===== src/rtl/mem_responder_if.sv =====
// Initiator/responder bus for mem_responder: four-phase req/ack handshake,
// latched address/data, read data return and a busy indication.
interface mem_responder_if #(
  parameter int ADDR_W = 6,
  parameter int DATA_W = 16
);
  logic              req;
  logic              we;
  logic [ADDR_W-1:0] addr;
  logic [DATA_W-1:0] wdata;
  logic              ack;
  logic [DATA_W-1:0] rdata;
  logic              busy;

  modport master (output req, we, addr, wdata, input ack, rdata, busy);
  modport slave  (input req, we, addr, wdata, output ack, rdata, busy);
endinterface


===== src/rtl/mem_responder.sv =====
// Single-port word memory behind a four-phase req/ack handshake, with a
// self-clearing phase after reset and a combinational debug read port.
module mem_responder #(
  parameter int ADDR_W      = 6,
  parameter int DATA_W      = 16,
  parameter int WAIT_STATES = 1
) (
  input  logic              clock,
  input  logic              reset,
  mem_responder_if.slave    bus,
  input  logic [ADDR_W-1:0] dbg_addr,
  output logic [DATA_W-1:0] dbg_data
);

  localparam int DEPTH = 1 << ADDR_W;
  localparam logic [ADDR_W-1:0] LAST_ADDR = ADDR_W'(DEPTH - 1);
  localparam logic [3:0] WAIT_LOAD = (WAIT_STATES > 0) ? 4'(WAIT_STATES - 1) : 4'd0;

  typedef enum logic [2:0] {CLEAR, IDLE, WAIT, ACCESS, ACK} state_t;

  state_t            state_q, state_d;
  logic [ADDR_W-1:0] clr_cnt_q, clr_cnt_d;
  logic [3:0]        wait_cnt_q, wait_cnt_d;
  logic [ADDR_W-1:0] addr_q, addr_d;
  logic              we_q, we_d;
  logic [DATA_W-1:0] wdata_q, wdata_d;
  logic              ack_q, ack_d;
  logic [DATA_W-1:0] rdata_q, rdata_d;

  logic [DATA_W-1:0] mem_q [DEPTH];
  logic              mem_wr;
  logic [ADDR_W-1:0] mem_waddr;
  logic [DATA_W-1:0] mem_wval;

  always_comb begin
    state_d    = state_q;
    clr_cnt_d  = clr_cnt_q;
    wait_cnt_d = wait_cnt_q;
    addr_d     = addr_q;
    we_d       = we_q;
    wdata_d    = wdata_q;
    ack_d      = ack_q;
    rdata_d    = rdata_q;
    mem_wr     = 1'b0;
    mem_waddr  = addr_q;
    mem_wval   = wdata_q;

    case (state_q)
      CLEAR: begin
        mem_wr    = 1'b1;
        mem_waddr = clr_cnt_q;
        mem_wval  = '0;
        clr_cnt_d = clr_cnt_q + 1'b1;
        if (clr_cnt_q == LAST_ADDR) state_d = IDLE;
      end
      IDLE: begin
        if (bus.req) begin
          addr_d     = bus.addr;
          we_d       = bus.we;
          wdata_d    = bus.wdata;
          wait_cnt_d = WAIT_LOAD;
          state_d    = (WAIT_STATES > 0) ? WAIT : ACCESS;
        end
      end
      WAIT: begin
        if (wait_cnt_q == 4'd0) state_d = ACCESS;
        else                    wait_cnt_d = wait_cnt_q - 4'd1;
      end
      ACCESS: begin
        if (we_q) mem_wr  = 1'b1;
        else      rdata_d = mem_q[addr_q];
        ack_d   = 1'b1;
        state_d = ACK;
      end
      ACK: begin
        // Only the falling req ends the handshake; bus inputs are ignored here.
        if (!bus.req) begin
          ack_d   = 1'b0;
          state_d = IDLE;
        end
      end
      default: state_d = CLEAR;
    endcase
  end

  always_ff @(posedge clock) begin
    if (reset) begin
      state_q    <= CLEAR;
      clr_cnt_q  <= '0;
      wait_cnt_q <= '0;
      addr_q     <= '0;
      we_q       <= 1'b0;
      wdata_q    <= '0;
      ack_q      <= 1'b0;
      rdata_q    <= '0;
    end else begin
      state_q    <= state_d;
      clr_cnt_q  <= clr_cnt_d;
      wait_cnt_q <= wait_cnt_d;
      addr_q     <= addr_d;
      we_q       <= we_d;
      wdata_q    <= wdata_d;
      ack_q      <= ack_d;
      rdata_q    <= rdata_d;
    end
  end

  // Reset suppresses the array write so an in-flight access is dropped.
  always_ff @(posedge clock) begin
    if (!reset && mem_wr) mem_q[mem_waddr] <= mem_wval;
  end

  assign bus.ack   = ack_q;
  assign bus.rdata = rdata_q;
  assign bus.busy  = (state_q != IDLE);
  assign dbg_data  = mem_q[dbg_addr];

endmodule


===== src/flat_wrapper.sv =====
// flat-port wrapper written by rule: the top's interface ports become plain ports
module mem_responder_flat 
#(
  parameter int ADDR_W      = 6,
  parameter int DATA_W      = 16,
  parameter int WAIT_STATES = 1
)
  (clock, reset, dbg_addr, dbg_data, bus_req, bus_we, bus_addr, bus_wdata, bus_ack, bus_rdata, bus_busy);
  mem_responder_if #(.ADDR_W(ADDR_W), .DATA_W(DATA_W)) bus_i ();
  input  logic clock;
  input  logic reset;
  input  logic [ADDR_W-1:0] dbg_addr;
  output logic [DATA_W-1:0] dbg_data;
  input wire logic [$bits(bus_i.req)-1:0] bus_req;
  input wire logic [$bits(bus_i.we)-1:0] bus_we;
  input wire logic [$bits(bus_i.addr)-1:0] bus_addr;
  input wire logic [$bits(bus_i.wdata)-1:0] bus_wdata;
  output wire logic [$bits(bus_i.ack)-1:0] bus_ack;
  output wire logic [$bits(bus_i.rdata)-1:0] bus_rdata;
  output wire logic [$bits(bus_i.busy)-1:0] bus_busy;
  assign bus_i.req = bus_req;
  assign bus_i.we = bus_we;
  assign bus_i.addr = bus_addr;
  assign bus_i.wdata = bus_wdata;
  assign bus_ack = bus_i.ack;
  assign bus_rdata = bus_i.rdata;
  assign bus_busy = bus_i.busy;
  mem_responder #(.ADDR_W(ADDR_W), .DATA_W(DATA_W), .WAIT_STATES(WAIT_STATES)) u_core (.clock(clock), .reset(reset), .bus(bus_i), .dbg_addr(dbg_addr), .dbg_data(dbg_data));
endmodule

===== config.mk =====
export PLATFORM = sky130hd
export DESIGN_NAME = mem_responder_flat
export DESIGN_NICKNAME = d
export VERILOG_FILES = /design/src/rtl/mem_responder_if.sv /design/src/rtl/mem_responder.sv /design/src/flat_wrapper.sv
export SDC_FILE = /design/constraint.sdc
export NUM_CORES = 1
export LEC_CHECK = 0
export CAP_MARGIN = 20
export CORE_MARGIN = 2
export CORE_UTILIZATION = 30
export DETAILED_ROUTE_END_ITERATION = 7
export PLACE_DENSITY = 0.5
export SETUP_SLACK_MARGIN = 0.15
export SYNTH_ARGS = -nofsm -noshare
export SYNTH_HDL_FRONTEND = slang
export SYNTH_SLANG_ARGS = --single-unit

===== constraint.sdc =====
create_clock -name clock -period 4.03 [get_ports clock]
set_clock_uncertainty 0.2 [all_clocks]
set_input_delay 1.209 -clock clock [delete_from_list [all_inputs] [get_ports clock]]
set_output_delay 1.209 -clock clock [all_outputs]
set_load 0.05 [all_outputs]

-- Word-level counts from Yosys, hierarchy flattened
Memory sizes are Yosys's and may differ from the RTL's. A register that Yosys moved wholly into a read port is not among the register bits.
Index checks and enable logic that the tools add are counted.
- memory bits (writable): 1024
- memories: 1
- latch bits: 0
- input port bits: 32
- ROM bits: 0
- output and inout port bits: 34
- word-level logic and storage cells: 49
- register bits: 37
- add/sub/neg operators: 2
- multipliers: 0
- divide/modulo/power cells: 0
- bitwise operators: 1
- multiplexer cells: 16
- order comparisons: 0
- equality and inequality tests: 11
- shifts and indexed selects: 0
- reduce and logical (&&, ||, !) cells: 11
- memory list (name ; words ; bits a word ; rd ports ; clocked after memory_dff ; wr ports ; RTL line ; RTL):
    u_core.mem_q ; 64 ; 16 ; 2 ; 1 ; 1 ; mem_responder.sv:30 ; logic [DATA_W-1:0] mem_q [DEPTH];
- operators by type and width (operator ; count):
    $mux W16 ; 1
    $pmux W3 S5 ; 1
    $mux W3 ; 4
    $mux W4 ; 2
    $pmux W4 S2 ; 1
    $add A6 B1 Y6 const B ; 1
    $eq A3 B2 Y1 const B ; 2
    $eq A6 B6 Y1 const B ; 1
    $mux W6 ; 1
    $ne A2 B2 Y1 const B ; 3
    $reduce_and A2 Y1 ; 3
    $logic_not A4 Y1 ; 1
    $mux W1 ; 4
    $ne A2 B1 Y1 const B ; 2
    $pmux W1 S2 ; 2
    $reduce_and A4 Y1 ; 1
    $reduce_bool A2 Y1 ; 2
    $sub A4 B1 Y4 const B ; 1
    $eq A3 B1 Y1 const B ; 1
    $eq A3 B3 Y1 const B ; 1
    $logic_not A3 Y1 ; 1
    $ne A3 B1 Y1 const B ; 1
    $reduce_and A3 Y1 ; 1
    $logic_and A1 B1 Y1 ; 1
    2 further kinds ; 2

-- Logic depth before layout (Yosys ltp)
- word-level depth: 5
- depth in mapped cells: 9
- depth with buffers taken out: 7

-- Least setup slack after synthesis
Ideal clock, no wire load.
- kind: input to output
- start: input port dbg_addr[3]
- end: output port dbg_data[0]
- data arrival time: 3.420 ns
- buffers on the path: 3
- stages on the path: 8
- path slack: -0.799 ns
- path through: clkbuf_1 -> nor2b_1 -> clkbuf_1 -> nand2b_1 -> buf_1 -> o22ai_1 -> or4_1 -> mux2i_1
- word-level cells in the longest chain between the ends: 1
- RTL lines (item ; RTL line ; RTL):
    start, declared ; flat_wrapper.sv:12 ; input logic [ADDR_W-1:0] dbg_addr;
    $mem_v2 Z64 W16 ; -- ;
    end, declared ; flat_wrapper.sv:13 ; output logic [DATA_W-1:0] dbg_data;
Every way passes these cells.

-- Final worst setup path
- start: input port dbg_addr[0]
- end: output port dbg_data[6]
The elaborated chain is that of the path after synthesis.

==> metrics.md <==
| Metric | Value |
|---|---|
| Htree depth | 3 |
| Most common cell in the synthesized netlist | edfxtp_1 |
| IO Count | between 60 and 70 |
| Sequential area share after synthesis | 0.645 |
| Hold Vio Cnt, Final | 0 |
| Post-synth EDFFs | slightly above 1000 |
| Unrepaired setup endpoints after global routing | true |
| Total routed wirelength | approximately 170000 um |
| Synthesis-to-finish area growth | 24.2% |
| Met2 wire len | 79600 um |
| M1 wire length | 72600 um |
| ANT cells | 0 |
| Violated checks | setup timing |
| Share of cells above drive strength 1 | 0.383 |
| Final worst path period need | ~4.8 ns |
| Total GRT Usage | 0.199 |
| Worst-Skew Late Latency | about 0.74 ns |
| Synth top area share | 0.624 |
| Net switching fraction of the power | 0.214 |
| Clock-pin slew on the worst setup and hold paths | 0.06 ns |
| Rel. slew slack | 0.356 |
| Register bit count reported by yosys | 1077 |
| Worst setup margin | -0.764 ns |
| Async SR Flop Fraction | 0 |
| Initial DRT Pass Iterations | 6 |
| Seq pwr share | 0.494 |
| P_int | between 15 and 20 mW |
| Hold-fix buffers at CTS | 0 |
| Non-Filler Instances | around 5300 |
| Synth top area cells | edfxtp_1, mux4_2, mux2i_1 |
| Critical path peak fanout | 8 |
| TritonCTS Buffers | ~120 |
| First-pass GRT wire length | approximately 240000 um |
| # DRC | 0 |
| Top FF cell, synth | edfxtp_1 |
| Vias in the first global route | ~31000 |
| Post-Place Worst Slack | -1.20 ns |
| Initial antenna violation count | 5 |
| Max-cap violations | 0 |
| Pin count of the biggest net entering global routing | 65 |
| Crit. End Element | output pin |
| Final setup violation count | 16 |
| Die Span X | just over 400 um |
| YS warnings | 0 |
| Mean Syn Cell Area | about 18 sq um |
| Syn_nets | approximately 2700 |
| # rows | between 100 and 150 |
| Max Fclk | approximately 0.21 GHz |
| Core box area | approximately 160000 sq um |
| CP Launch Type | input port |
| Max clock buf depth | 3 |
| Mapped Cells | ~2700 |
| DR vias/cell | 5.70 |
| Synth top cells by count | edfxtp_1, mux4_2, mux2i_1, o22ai_1, nand2_1 |
| Via count | approximately 30000 |
| NumNets Final | approximately 3000 |
| Max Used Layer | met5 |
| Worst slew pin tran | 0.963 ns |
| CTS tree | yes |
| Pleak | between 15 and 20 nW |
| Logic gate share of total power | 0.045 |
| Placed cell count | between 5000 and 6000 |
| CP arrival | around 3.4 ns |
| PD cells | 401 nW/um^2 |
| Initial Util | 0.303 |
| Final Cycle Share | 1.19 |
| DR iter-0 viols | 3695 |
| Clock Root Buffer | clkbuf_16 |
| Final ANT Viol Nets | 0 |
| Max VDD drop | roughly 390 uV |
| Leading area contributor after synthesis | edfxtp_1 |
| Clk sink count | around 1100 |
| DR WL/cell | around 32 um |
| Worst path required time | about 2.6 ns |
| Mapped Area | 49300 sq um |
| FF/Latch Area | roughly 32000 sq um |
| Port Buffers | 65 |
| Net Switching | ~5.2 mW |
| Clock Power Share | 0.461 |
| Detail Route met3 WL | between 10000 and 15000 um |
| Slew Limit Fails | 0 |
| GR Overflow Total | 0 |
| Fillers | 14900 |
| DIE HEIGHT | just over 400 um |
| Footprint of the multi-input gates | approximately 17000 sq um |
| Gpl congestion | approximately 0.85 |
| Post-synth cell types | 49 |
| Status | complete, but fails checks |
| DP HPWL | 114000 um |
| Min-Delay Path Class | flip-flop to flip-flop |
| Setup CP Type | input port to output pin |
| Die ar. | approximately 170000 sq um |
-- critical path, stage by stage --
cell     delay, ns
buf_16        0.13
buf_16        0.16
buf_12        0.15
mux4_2        0.52
a22oi_2       0.23
a21oi_4       0.11
or4_4         0.64
buf_12        0.20
-- worst paths after layout --
check | to | slack (ns) | from | depth (start not counted)
min reg2reg | u_core.wdata_q[8]$_SDFFE_PP0P_ | 0.26 | u_core.wdata_q[8]$_SDFFE_PP0P_ | 2
min | u_core.wdata_q[8]$_SDFFE_PP0P_ | 0.26 | u_core.wdata_q[8]$_SDFFE_PP0P_ | 2
max reg2reg | u_core.mem_q[62][15]$_DFFE_PP_ | 0.81 | u_core.state_q[0]$_SDFFE_PP0P_ | 9
max | dbg_data[6] | -0.76 | dbg_addr[0] | 8
-- cells in the final DEF, fill, tap and decap left out, drive strengths merged, types with 4 or more instances in the layout --
master         count
a211oi            49
a21oi             79
a22oi             65
buf              379
bufinv            20
clkbuf           155
clkdlybuf4s50     41
clkinv            43
dfxtp             53
edfxtp          1024
inv                9
mux2              48
mux2i            221
mux4             417
nand2             89
nand2b            14
nand3             20
nand3b             8
nand4b             4
nor2              82
nor2b             38
nor3              17
o211ai            15
o21ai              9
o22ai            169
or2                4
or3                6
or3b               4
or4               33
-- cells by family after synthesis --
family / after synthesis / share of synthesized area
buffers and inverters: 214 / 0.0206
multiplexers: 686 / 0.246
AO/OA/AOI/OAI: 394 / 0.0513
adder cells (fa/ha/maj): 3 / 0.000761
AND/OR/NAND/NOR: 333 / 0.0347
XOR/XNOR: 6 / 0.00107
flip-flops: 1077 / 0.645
-- repair_timing --
action                                  CTS  global route
gates cloned                              4             7
pin swaps                                21            15
hold endpoints to repair                  0             0
setup buffers                            22            20
gates resized for setup                  79            38
endpoints found under the setup margin   17            17
-- registers in the layout, summed over array words and instances (netlist names) --
signal             cells
u_core.mem_q        1024
u_core.state_q         3
u_core.bus.rdata      16
u_core.wdata_q        16
u_core.addr_q          6
u_core.wait_cnt_q      4
u_core.clr_cnt_q       6
u_core.we_q            1
u_core.bus.ack         1
-- layer usage --
layer  vias to the layer above  GRT usage
li1                      12200          -
met1                     16300      0.279
met2                      1528      0.315
met3                       264     0.0370
met4                         2     0.0550
met5                         -          0
-- metrics by stage --
step / TNS [ns] / cell area (sq um) / power (mW) / hold WS, ns / utilization
final: -10.82 / 61300 / 24.6 / 0.264 / 0.376
after global routing: -11.32 / 61300 / 25.2 / 0.276 / 0.376
after CTS: -11.06 / 60700 / 24.7 / 0.264 / 0.372
after detailed placement: -15.86 / 55900 / 13.3 / 0.250 / 0.343
after global placement: -16.31 / 55900 / 13.3 / 0.252 / 0.343
after floorplan: -5.05 / 49700 / 12.9 / 0.232 / -
-- final cells by class --
class	count	share of cell area
Clock buffer	148	0.0500
Clock inverter	71	0.0161
Inverter	4	0.000245
Multi-Input combinational cell	1422	0.283
Sequential cell	1077	0.520
Tap cell	2175	0.0444
Timing Repair Buffer	429	0.0870
-- power by group through the flow --
stage | clock, mW | combinational [mW] | sequential [mW]
4_1_cts | 11.5 | 1.05 | 12.1
3_5_place_dp | 0 | 0.968 | 12.4
3_3_place_gp | 0 | 0.962 | 12.4
5_1_grt | 11.9 | 1.15 | 12.1
2_1_floorplan | 0 | 0.529 | 12.4
6_report | 11.3 | 1.11 | 12.1
No activity file was read; power rests on OpenSTA's default activity.
